**src/rtl/apb_ctrl_pkg.sv**
```systemverilog
// Shared types and command-word field positions for the APB master controller.
// The response struct matches the default 32-bit APB data width.
package apb_ctrl_pkg;

    typedef enum logic [2:0] {
        ST_IDLE   = 3'd0,
        ST_FETCH  = 3'd1,
        ST_SETUP  = 3'd2,
        ST_ACCESS = 3'd3,
        ST_RESP   = 3'd4
    } apb_state_e;

    localparam int CMD_WDATA_LSB = 32;
    localparam int CMD_ADDR_LSB  = 2;
    localparam int CMD_WRITE_BIT = 1;

    localparam int RSP_RDATA_W = 32;

    typedef struct packed {
        logic                   err;
        logic [RSP_RDATA_W-1:0] rdata;
    } apb_rsp_t;

endpackage

```
**src/rtl/apb_timeout_cnt.sv**
```systemverilog
// Counts ACCESS cycles with pready low and flags expiry on the LIMIT-th such cycle.
// Cleared while the controller sits in SETUP.
module apb_timeout_cnt #(
    parameter int LIMIT = 255
) (
    input  logic clk,
    input  logic rst_n,
    input  logic clr,
    input  logic run,
    input  logic pready,
    output logic expired
);

    localparam int CW = $clog2(LIMIT + 1);

    logic [CW-1:0] cnt_q, cnt_d;

    always_comb begin
        cnt_d   = cnt_q;
        expired = 1'b0;
        if (clr) begin
            cnt_d = '0;
        end else if (run && !pready) begin
            // cnt_q holds the number of ACCESS cycles already spent waiting
            if (cnt_q == CW'(LIMIT - 1)) begin
                expired = 1'b1;
            end else begin
                cnt_d = cnt_q + CW'(1);
            end
        end
    end

    always_ff @(posedge clk or negedge rst_n) begin
        if (!rst_n) begin
            cnt_q <= '0;
        end else begin
            cnt_q <= cnt_d;
        end
    end

endmodule

```
**src/rtl/apb_master_ctrl.sv**
```systemverilog
// APB-side controller of the ICB-to-APB bridge: one command in, one APB3 transfer, one response out.
// Optional ACCESS timeout is enabled with the APB_CTRL_TIMEOUT_EN macro.
module apb_master_ctrl
    import apb_ctrl_pkg::*;
#(
    parameter int ADDR_WIDTH     = 32,
    parameter int DATA_WIDTH     = 32,
    parameter int CMD_WIDTH      = 64,
    parameter int RSP_WIDTH      = 33,
    parameter int TIMEOUT_CYCLES = 255
) (
    input  logic                  pclk,
    input  logic                  prst_n,
    input  logic                  en,
    input  logic                  cmd_empty,
    input  logic [CMD_WIDTH-1:0]  cmd_data,
    output logic                  cmd_ren,
    input  logic                  rsp_full,
    output logic                  rsp_wen,
    output logic [RSP_WIDTH-1:0]  rsp_data,
    output logic [ADDR_WIDTH-1:0] paddr,
    output logic                  pwrite,
    output logic                  psel,
    output logic                  penable,
    output logic [DATA_WIDTH-1:0] pwdata,
    input  logic [DATA_WIDTH-1:0] prdata,
    input  logic                  pready,
    input  logic                  pslverr,
    output logic                  busy,
    output logic                  timeout_flag
);

    apb_state_e            state_q, state_d;
    logic [ADDR_WIDTH-1:0] paddr_q, paddr_d;
    logic                  pwrite_q, pwrite_d;
    logic [DATA_WIDTH-1:0] pwdata_q, pwdata_d;
    apb_rsp_t              rsp_q, rsp_d;
    logic                  timeout_q, timeout_d;
    logic                  tmo_expired;
    logic                  unused_bits;

`ifdef APB_CTRL_TIMEOUT_EN
    apb_timeout_cnt #(
        .LIMIT (TIMEOUT_CYCLES)
    ) u_timeout_cnt (
        .clk     (pclk),
        .rst_n   (prst_n),
        .clr     (state_q == ST_SETUP),
        .run     (state_q == ST_ACCESS),
        .pready  (pready),
        .expired (tmo_expired)
    );
    assign unused_bits = cmd_data[0];
`else
    assign tmo_expired = 1'b0;
    assign unused_bits = cmd_data[0] ^ (TIMEOUT_CYCLES == 0);
`endif

    always_comb begin
        state_d   = state_q;
        paddr_d   = paddr_q;
        pwrite_d  = pwrite_q;
        pwdata_d  = pwdata_q;
        rsp_d     = rsp_q;
        timeout_d = timeout_q;
        cmd_ren   = 1'b0;
        rsp_wen   = 1'b0;
        psel      = 1'b0;
        penable   = 1'b0;

        case (state_q)
            ST_IDLE: begin
                // Full response FIFO blocks the fetch so RESP never has to stall
                cmd_ren = en && !cmd_empty && !rsp_full;
                if (cmd_ren) begin
                    state_d = ST_FETCH;
                end
            end
            ST_FETCH: begin
                paddr_d  = {cmd_data[CMD_ADDR_LSB +: ADDR_WIDTH-2], 2'b00};
                pwrite_d = cmd_data[CMD_WRITE_BIT];
                pwdata_d = cmd_data[CMD_WDATA_LSB +: DATA_WIDTH];
                state_d  = ST_SETUP;
            end
            ST_SETUP: begin
                psel    = 1'b1;
                state_d = ST_ACCESS;
            end
            ST_ACCESS: begin
                psel    = 1'b1;
                penable = 1'b1;
                if (pready) begin
                    rsp_d.err   = pslverr;
                    rsp_d.rdata = pwrite_q ? '0 : prdata;
                    state_d     = ST_RESP;
                end else if (tmo_expired) begin
                    rsp_d.err   = 1'b1;
                    rsp_d.rdata = '0;
                    timeout_d   = 1'b1;
                    state_d     = ST_RESP;
                end
            end
            ST_RESP: begin
                if (!rsp_full) begin
                    rsp_wen = 1'b1;
                    state_d = ST_IDLE;
                end
            end
            default: begin
                state_d = ST_IDLE;
            end
        endcase
    end

    always_ff @(posedge pclk or negedge prst_n) begin
        if (!prst_n) begin
            state_q   <= ST_IDLE;
            paddr_q   <= '0;
            pwrite_q  <= 1'b0;
            pwdata_q  <= '0;
            rsp_q     <= '0;
            timeout_q <= 1'b0;
        end else begin
            state_q   <= state_d;
            paddr_q   <= paddr_d;
            pwrite_q  <= pwrite_d;
            pwdata_q  <= pwdata_d;
            rsp_q     <= rsp_d;
            timeout_q <= timeout_d;
        end
    end

    assign paddr        = paddr_q;
    assign pwrite       = pwrite_q;
    assign pwdata       = pwdata_q;
    assign rsp_data     = rsp_q;
    assign busy         = (state_q != ST_IDLE);
    assign timeout_flag = timeout_q;

endmodule

```
**config.mk**
```make
export PLATFORM = sky130hd
export DESIGN_NAME = apb_master_ctrl
export DESIGN_NICKNAME = d
export VERILOG_FILES = /design/src/rtl/apb_ctrl_pkg.sv /design/src/rtl/apb_timeout_cnt.sv /design/src/rtl/apb_master_ctrl.sv
export SDC_FILE = /design/constraint.sdc
export NUM_CORES = 1
export LEC_CHECK = 0
export BUFFER_PORTS_ARGS = -buffer_cell sky130_fd_sc_hd__buf_4
export CAP_MARGIN = 15
export CORE_UTILIZATION = 41
export CTS_CLUSTER_DIAMETER = 60
export DETAILED_ROUTE_END_ITERATION = 8
export PLACE_DENSITY = 0.76
export SYNTH_ARGS = -nofsm -noshare
export SYNTH_HDL_FRONTEND = slang
export SYNTH_SLANG_ARGS = --single-unit
```
**constraint.sdc**
```tcl
create_clock -name pclk -period 1.4 [get_ports pclk]
set_input_delay 0.28 -clock pclk [delete_from_list [all_inputs] [get_ports pclk]]
set_output_delay 0.28 -clock pclk [all_outputs]
set_load 0.03 [all_outputs]
```
Word-level counts from Yosys, hierarchy flattened
Cells that the tools add are included.

Bits in registers: 99. Word-level logic and storage cells: 32.

Eq/ne operators: 7. Multiplexer cells: 10. Reduce and logical (&&, ||, !) cells: 9.

Operators with widths (number): $mux 32 (1); $pmux 3 s5 (1); $mux 3 (3); $eq 3x2->1 const B (2); $ne 2x2->1 const B (3); $mux 1 (5); $eq 3x1->1 const B (1); $eq 3x3->1 const B (1); $logic_not 3->1 (1); $reduce_and 3->1 (1); $reduce_bool 3->1 (1); $logic_and 1x1->1 (2); $logic_not 1->1 (2); $reduce_and 2->1 (1); $reduce_or 2->1 (1).

Logic depth before layout (Yosys ltp)
Gate-level depths: netlist (run 1).

Depth after elaboration: 5. Depth in mapped cells: 4. Depth with buffers taken out: 2.

Worst setup path after synthesis (run 1)
No wires, ideal clock.

Kind: register to output. From: reg state_q[1]. To: out rsp_wen. Arrival: 1.501 ns. Setup slack: -0.381 ns. Stages on the path, launching flop included: 2. Buffers on the path: 0. Path through: dfrtp_1 -> nor4b_1.

Longest elaborated chain between the ends: 2.

Ends and longest elaborated chain: start: declaration (line apb_master_ctrl.sv:33) `apb_state_e state_q, state_d;`; start signal: assignment (line apb_master_ctrl.sv:124) `state_q <= state_d;`; $eq 3x3->1 (line apb_master_ctrl.sv:71) `case (state_q)`; $mux 1 (line apb_master_ctrl.sv:71); end: declaration (line apb_master_ctrl.sv:19) `output logic rsp_wen,`.

Every way passes these cells.

Worst setup path after layout (run 1)
From: reg state_q[0]. To: out rsp_wen.

Same word-level chain as after synthesis.

==> results.toml, run 1 <==
[timing]
post-route-min-period_ns = 1.71
fmax_ghz = 0.585
setup_viol = 101
grt_setup_unrepaired = "true"
fin_crit_sh = 1.22
finClkSkew_ns = 0.0109
hold_slack_ns = 0.124
slew_viol_final = 0
setup_ws_ns = -0.310
hold_violations = 0

[synthesis]
synth-compound-area-share = 0.00425
synthCells = 260
muxShareOfSynthArea = 0.288
ys_types = 22
yosysWarnings = 0
synth_area_sq_um = 4130
synth_seq_cells = 99
yosysSeqAreaShare = 0.601
yosys.area_share.simple = 0.0676
synth.avg_cell_area_sq_um = 15.9
synth_xor_area_frac = 0
synthAdderAreaFrac = 0
synth_top_family_by_area = "multiplexers"

[place]
pre_cts_slack_ns = -0.114
dpl.cell_count = 590
place_congestion = 0.762
port_buffers = 202
post-dp-hpwl_microns = 6720

[final_layout]
final_layout_size_suffix_gt1_frac = 0.718
final_common_cell = "buf_4"
instances_no_fill = 633
multi_input_area_sq_um = 1780
nFillCells = 695
nNetsFinal = 598
synthToLayoutAreaGrowth_pct = 62.9
insertedDiodeCount = 0
utilization = 0.688
ff_latch_area_sq_um = 2480
final_cell_mix = "208 x buf_4, 97 x dfrtp_1, 91 x mux2_4, 32 x nor2b_1, 14 x buf_12"

[setup_path]
end_kind = "primary output"
worstPathRequired_ns = 1.12
path_max_fanout = 5
crit_start = "state_q[0]"
ff2ff_setup_slack_ns = -0.25
r2r_end = "paddr[23]"
startpoint_type = "flip-flop"
arrival_ns = 1.43
ff2ff_path_depth = 6
rr_startpoint = "state_q[1]"
path_class = "flip-flop to primary output"

[grt]
grt_pass1_wl_microns = 17000
grt_max_degree = 53
grt_pass1_vias = 3250
grt_overflow = 0
antenna_found_initial = 0
track_usage = 0.221

[detailed_routing]
postRouteAntennaNets = 0
drt-total-wl_microns = 11800
drtIter0Drc = 73
via_count = 3057
wl_per_cell_microns = 18.7
drc = 0
routed_via_density = 4.83
drtPass1Iterations = 4

[clock_tree]
path_clk_slew_ns = 0.11
numCtsBuffers = 9
clock_sinks = 99
cts.path.max_buffers = 2
htree_levels = 3
root_buffer = "clkbuf_8"
clock_latency_ns = 0.38
cts_tree = "yes"

[min_path]
hold_class = "input port to flip-flop"
min_from = "cmd_data[35]"
hold_depth = 2
whs_endpoint = "pwdata[3]"

[run_status]
outcome = "finished, violations left"
violations = "negative setup slack"

[power_and_ir_drop]
vdd_ir_drop_max_mv = 1.48
power_density_nw_per_um2 = 2680
power_leakage_nw = 3.34

[floorplanning]
rows = 36
dieArea_sq_um = 10500
initial_core_util = 0.422
die_width_microns = 102
io_pins = 207
die_height_microns = 102
coreArea_sq_um = 9770

[job]
max_cap_viol_count = 0
## how the worst max path moves through the flow
stage / to / slack [ns] / cells past startpoint
floorplan: cmd_ren / -0.11 / 2
global placement: pwdata[25] / -0.09 / 3
detailed placement: rsp_data[0] / -0.11 / 3
CTS: cmd_ren / -0.33 / 3
global route: cmd_ren / -0.36 / 3
finish: rsp_wen / -0.31 / 3
## layout make-up
cell class | count | share of cell area
inverters | 1 | 0.000558
repair buffers | 239 | 0.314
flip-flops and latches | 99 | 0.369
multi-input cells | 145 | 0.265
clock inverters | 6 | 0.00745
clock buffers | 10 | 0.0190
well taps | 133 | 0.0248
## state kept, by name (all words and copies together), names as in the netlist
register,flops
pwrite,1
pwdata,32
state_q,3
rsp_data,33
paddr,30
## routing by layer
metal  vias to the layer above  share of wire  global-route usage
li1                       1362              -                   -
met1                      1572           0.42               0.278
met2                       106           0.52               0.362
met3                        17          0.043              0.0499
met4                         0          0.023               0.107
met5                         -              0                   0
## power breakdown
part	switching (W)	internal (W)
sequential	0.000855	0.00429
combinational	0.00543	0.00569
clock	0.00106	0.000666
total	0.00735	0.0106
## kinds of logic after synthesis
kind of cell / Yosys count
buffers and inverters: 18
flip-flops: 99
other: 1
multiplexers: 96
AO/OA/AOI/OAI: 2
AND/OR/NAND/NOR: 44
## through the flow
stage / cell area, sq um / total power [W] / setup TNS (ns)
after CTS: 6890 / 0.0183 / -21.28
after global placement: 5840 / 0.0138 / -5.74
after detailed placement: 5840 / 0.0140 / -7.17
final: 6720 / 0.0180 / -20.60
after global routing: 6720 / 0.0187 / -24.98
after floorplan: 4160 / 0.0108 / -0.355
## timing repair
item                                    CTS  global route
setup buffers                            19             5
cloned                                   14             0
pin swaps                                 4             2
hold endpoints to repair                 99             0
hold buffers                              1             0
endpoints found under the setup margin   95           103
resized for setup                        91            23
## synthesized netlist by cell type, drive strengths merged
| library cell | n | share of area |
|---|---|---|
| conb | 1 | 0.00091 |
| or3 | 1 | 0.0015 |
| nand2b | 1 | 0.0015 |
| dfrtp | 99 | 0.60 |
| nor4b | 1 | 0.0021 |
| inv | 1 | 0.00091 |
| nor3b | 1 | 0.0018 |
| buf | 14 | 0.035 |
| nor2b | 33 | 0.050 |
| or3b | 1 | 0.0021 |
| nor3 | 1 | 0.0012 |
| mux2 | 96 | 0.29 |
| clkbuf | 3 | 0.0027 |
| a31o | 1 | 0.0021 |
| nor2 | 2 | 0.0018 |
| and3 | 1 | 0.0015 |
| and4b | 1 | 0.0024 |
| a221oi | 1 | 0.0021 |
| and2 | 1 | 0.0015 |
## worst max-delay path, cell delays in order, from the launching register on
cell and delay (ns):
dfrtp_1 0.42, buf_6 0.14, nor4b_4 0.29, buf_4 0.21
Power figures use the tool's default switching activity.
==> run 2: changes to the inputs <==
BUFFER_PORTS_ARGS = unset   (was -buffer_cell sky130_fd_sc_hd__buf_4)
CORE_UTILIZATION = 56   (was 41)
DONT_BUFFER_PORTS = 1   (was unset)
PLACE_DENSITY = 0.74   (was 0.76)
REMOVE_ABC_BUFFERS = 1   (was unset)
==> run 2 against run 1 <==
Against the previous run: the run ends with negative hold slack, negative setup slack left; critical endpoint is now cmd_ren; clock skew up 0.0054 ns; design area down 22%; worst setup slack better by 0.0061 ns; maximum frequency up 0.36%; first-iteration DRC count down 11%; critical path type unchanged; routed wire length down 21%; sequential power up 58%; hold slack worse by 0.53 ns; utilization up 6.6 points; critical path depth unchanged; clock power up 18%.
==> results.toml, run 2 (synthesized netlist as in run 1, its figures left out) <==
[run_status]
outcome = "finished, violations left"
violations = "negative hold slack, negative setup slack"

[timing]
grt_setup_unrepaired = "true"
post-route-min-period_ns = 1.70
setup_tns_ns = -19.44
hold_violations = 99
fin_crit_sh = 1.22
slew_viol_final = 0
fmax_ghz = 0.587
finClkSkew_ns = 0.0163
hold_slack_ns = -0.403
setup_viol = 102
setup_ws_ns = -0.304

[setup_path]
crit_chain = "or3_4, nor2_4, buf_6"
startpoint_type = "flip-flop"
path_class = "flip-flop to primary output"
critPathSlowestCell = "dfrtp_1"
ff2ff_path_depth = 6
arrival_ns = 1.42
rr_startpoint = "state_q[1]"
worstPathRequired_ns = 1.12
ff2ff_setup_slack_ns = -0.24
r2r_end = "pwdata[17]"
crit_path_max_incr_delay_ns = 0.43
path_max_fanout = 4
end_kind = "primary output"

[detailed_routing]
drt-total-wl_microns = 9380
via_count = 2263
routed.top_layer = "met4"
drt-met1-wl_microns = 3540
routed_via_density = 5.73
drc = 0
route.met3.wl_microns = 995
wl_per_cell_microns = 23.7
drtIter0Drc = 65
postRouteAntennaNets = 0
drtPass1Iterations = 4
wl_met2_microns = 4680

[grt]
grt_overflow = 0
grt_pass1_vias = 2389
antenna_found_initial = 0
grt_max_degree = 100
grt_pass1_wl_microns = 13300
track_usage = 0.236

[floorplanning]
io_pins = 207
coreArea_sq_um = 6940
die_width_microns = 87.8
initial_core_util = 0.594
dieArea_sq_um = 7710
rows = 30
die_height_microns = 87.8

[clock_tree]
clock_latency_ns = 0.36
root_buffer = "clkbuf_8"
numCtsBuffers = 9
clock_sinks = 99
path_clk_slew_ns = 0.10
htree_levels = 3
cts.path.max_buffers = 2
cts_tree = "yes"

[place]
place_congestion = 0.794
dpl.cell_count = 357
port_buffers = 0
post-dp-hpwl_microns = 5300

[final_layout]
final_common_cell = "dfrtp_1"
largest_register_ffs = 33
instances_no_fill = 395
multi_input_area_sq_um = 1790
final_cell_mix = "99 x dfrtp_1, 96 x mux2_4, 32 x nor2b_1, 11 x buf_4, 10 x clkbuf_8"
synthToLayoutAreaGrowth_pct = 26.9
ff_latch_area_sq_um = 2480
nFillCells = 398
final_layout_size_suffix_gt1_frac = 0.532
nNetsFinal = 398
insertedDiodeCount = 0

[power_and_ir_drop]
power_leakage_nw = 2.42
power_density_nw_per_um2 = 3030
total_power_w = 0.0158
vdd_ir_drop_max_mv = 1.39

[min_path]
hold_class = "input port to asynchronous set/reset pin"

[job]
max_cap_viol_count = 0
run 2: changes by cell type in the layout (fill, tap and decap cells not counted), sizes merged:
cell,change
buf,-200
bufbuf,-1
bufinv,+2
clkbuf,+2
clkinvlp,-2
dlygate4sd3,-1
inv,-1
run 2: per-layer routing:
layer	vias to the layer above	track usage
met5	-	0
met4	0	0.106
met3	13	0.0848
met2	139	0.378
met1	1156	0.288
li1	955	-
run 2: critical path: cells and delay by family (launching register included):
| family | cells | cell delay [ns] |
|---|---|---|
| buffers and inverters | 1 | 0.13 |
| DFF | 1 | 0.43 |
| and+or+nand+nor | 2 | 0.51 |
run 2: layout make-up:
class / instances / area share
flip-flops and latches: 99 / 0.473
multi-input cells: 145 / 0.342
repair buffers: 39 / 0.119
clock buffers: 10 / 0.0263
well taps: 96 / 0.0229
clock inverters: 5 / 0.0165
inverters: 1 / 0.000717
run 2: report_power, final:
part           internal [W]  total, W  switching, W
registers           0.00424   0.00811       0.00387
logic               0.00385   0.00570       0.00185
clock network       0.00106   0.00203      0.000974
total               0.00915    0.0158       0.00669
run 2: timing repair:
item                                    in CTS  in global routing
gates cloned                                 9                  2
buffers inserted                            12                  6
pin swaps                                    5                  1
hold endpoints to repair                    99                 99
endpoints found under the setup margin      90                102
gates resized for setup                     85                 20
run 2: how the worst max path moves through the flow:
stage | endpoint | cells past startpoint | start
after floorplan | paddr[10] | 2 | state_q[1]
after global placement | pwdata[15] | 4 | state_q[2]
after detailed placement | pwdata[28] | 4 | state_q[1]
after CTS | cmd_ren | 3 | state_q[1]
after global routing | cmd_ren | 3 | state_q[1]
final | cmd_ren | 3 | state_q[1]
run 2: per-stage QoR:
step	hold slack [ns]	area, sq um	setup WS, ns	utilization
final	-0.403	5230	-0.304	0.754
after global routing	-0.423	5230	-0.357	0.754
after CTS	-0.409	5180	-0.313	0.746
after detailed placement	-0.0137	4290	-0.0835	0.617
after global placement	-0.0138	4290	-0.0447	0.617
after floorplan	-0.0156	3980	-4.45	-
==> run 3: changes to the inputs <==
MAX_ROUTING_LAYER = met4   (was unset)
==> run 3 against run 2 <==
Against the previous run: the run still ends with negative hold slack, negative setup slack left; hold slack about the same; largest cell class unchanged; count of clock-buffer cells in the layout is the same; die area unchanged; sequential share of layout area up 0.058 points; register-to-register slack barely moved; combinational power about the same; design area about the same; worst setup slack improved by 0.011 ns.
==> results.toml, run 3 (synthesized netlist as in run 1, its figures left out) <==
[setup_path]
startpoint_type = "flip-flop"
path_max_fanout = 4
worstPathRequired_ns = 1.12
ff2ff_setup_slack_ns = -0.23
path_class = "flip-flop to primary output"
crit_chain = "or3_4, nor2_2, buf_6"
critPathSlowestCell = "dfrtp_2"
arrival_ns = 1.41
crit_path_max_incr_delay_ns = 0.45
end_kind = "primary output"

[job]
max_cap_viol_count = 0

[floorplanning]
die_width_microns = 87.8
die_height_microns = 87.8
dieArea_sq_um = 7710
coreArea_sq_um = 6940
io_pins = 207
rows = 30
initial_core_util = 0.594

[final_layout]
instances_no_fill = 395
final_common_cell = "dfrtp_1"
final_cell_mix = "98 x dfrtp_1, 96 x mux2_4, 32 x nor2b_1, 11 x buf_4, 10 x clkbuf_8"
final_layout_size_suffix_gt1_frac = 0.535
insertedDiodeCount = 0
largest_register_ffs = 33
nNetsFinal = 398
synthToLayoutAreaGrowth_pct = 26.8
fin_area_sq_um = 5230

[power_and_ir_drop]
power_density_nw_per_um2 = 3030
power_leakage_nw = 2.41
vdd_ir_drop_max_mv = 1.39

[timing]
hold_slack_ns = -0.403
hold_violations = 99
fmax_ghz = 0.591
grt_setup_unrepaired = "true"
fin_crit_sh = 1.21
setup_viol = 102
slew_viol_final = 0
finClkSkew_ns = 0.0195
post-route-min-period_ns = 1.69
setup_ws_ns = -0.293

[detailed_routing]
postRouteAntennaNets = 0
via_count = 2260
wl_per_cell_microns = 23.7
drc = 0
drtPass1Iterations = 4
drt-total-wl_microns = 9350
routed_via_density = 5.72
drtIter0Drc = 95

[run_status]
outcome = "finished, violations left"
violations = "negative hold slack, negative setup slack"

[place]
dpl.cell_count = 357
placed_area_sq_um = 4290
port_buffers = 0
place_congestion = 0.805
post-dp-hpwl_microns = 5300

[clock_tree]
numCtsBuffers = 9
clock_sinks = 99
htree_levels = 3
clock_latency_ns = 0.36
root_buffer = "clkbuf_8"
path_clk_slew_ns = 0.10
cts.path.max_buffers = 2
cts_tree = "yes"

[grt]
antenna_found_initial = 0
grt_max_degree = 100
grt_pass1_vias = 2377
track_usage = 0.245
grt_pass1_wl_microns = 13300
grt_overflow = 0

[min_path]
hold_class = "input port to asynchronous set/reset pin"
==> run 3: power breakdown <==
| group | leakage (nW) | total, W | switching [W] | internal (W) |
|---|---|---|---|---|
| combinational | 1.11 | 0.00569 | 0.00184 | 0.00385 |
| sequential | 1.19 | 0.00812 | 0.00387 | 0.00425 |
| clock | 0.113 | 0.00203 | 0.000968 | 0.00106 |
| total | 2.41 | 0.0158 | 0.00668 | 0.00915 |
==> run 3: worst paths after layout <==
path,start,end,depth (start not counted)
setup / recovery,state_q[0],cmd_ren,3
hold / removal,prst_n,paddr[29],0
setup reg to reg,state_q[1],paddr[12],6
hold reg to reg,state_q[2],state_q[1],2
max in group asynchronous,prst_n,state_q[2],0
min in group pclk,cmd_data[40],pwdata[8],1
==> run 3: through the flow <==
stage | power [W] | util | setup slack (ns) | setup TNS, ns
global route | 0.0165 | 0.753 | -0.356 | -25.20
floorplan | 0.0102 | - | -4.45 | -308.88
detailed placement | 0.0117 | 0.617 | -0.0835 | -2.78
finish | 0.0158 | 0.753 | -0.293 | -18.67
global placement | 0.0115 | 0.617 | -0.0447 | -0.870
CTS | 0.0157 | 0.746 | -0.313 | -21.25
==> run 3: area by class of cell <==
type | instances | area, sq um
multi-input cells | 145 | 1780
clock buffers | 10 | 138
flip-flops and latches | 99 | 2480
fillers | 402 | 1710
repair buffers | 39 | 621
inverters | 1 | 3.75
well taps | 96 | 120
clock inverters | 5 | 86.3
==> run 3: critical path, delay by kind of cell, from the launching register on <==
kind	cells	cell delay, ns
AND/OR/NAND/NOR	2	0.48
flip-flops	1	0.45
buffers and inverters	1	0.13
==> run 3: repair_timing <==
item / CTS / global route
endpoints found under the hold margin: 99 / 99
endpoints found under the setup margin: 90 / 102
setup buffers: 12 / 6
pin swaps: 5 / 1
resized for setup: 85 / 20
gates cloned: 9 / 2
==> run 3: per-layer routing <==
layer	up-vias	track usage	share of wire
met5	-	-	0
met4	0	0.0879	0.013
met3	13	0.0792	0.099
met2	143	0.378	0.50
met1	1147	0.303	0.39
li1	957	-	-
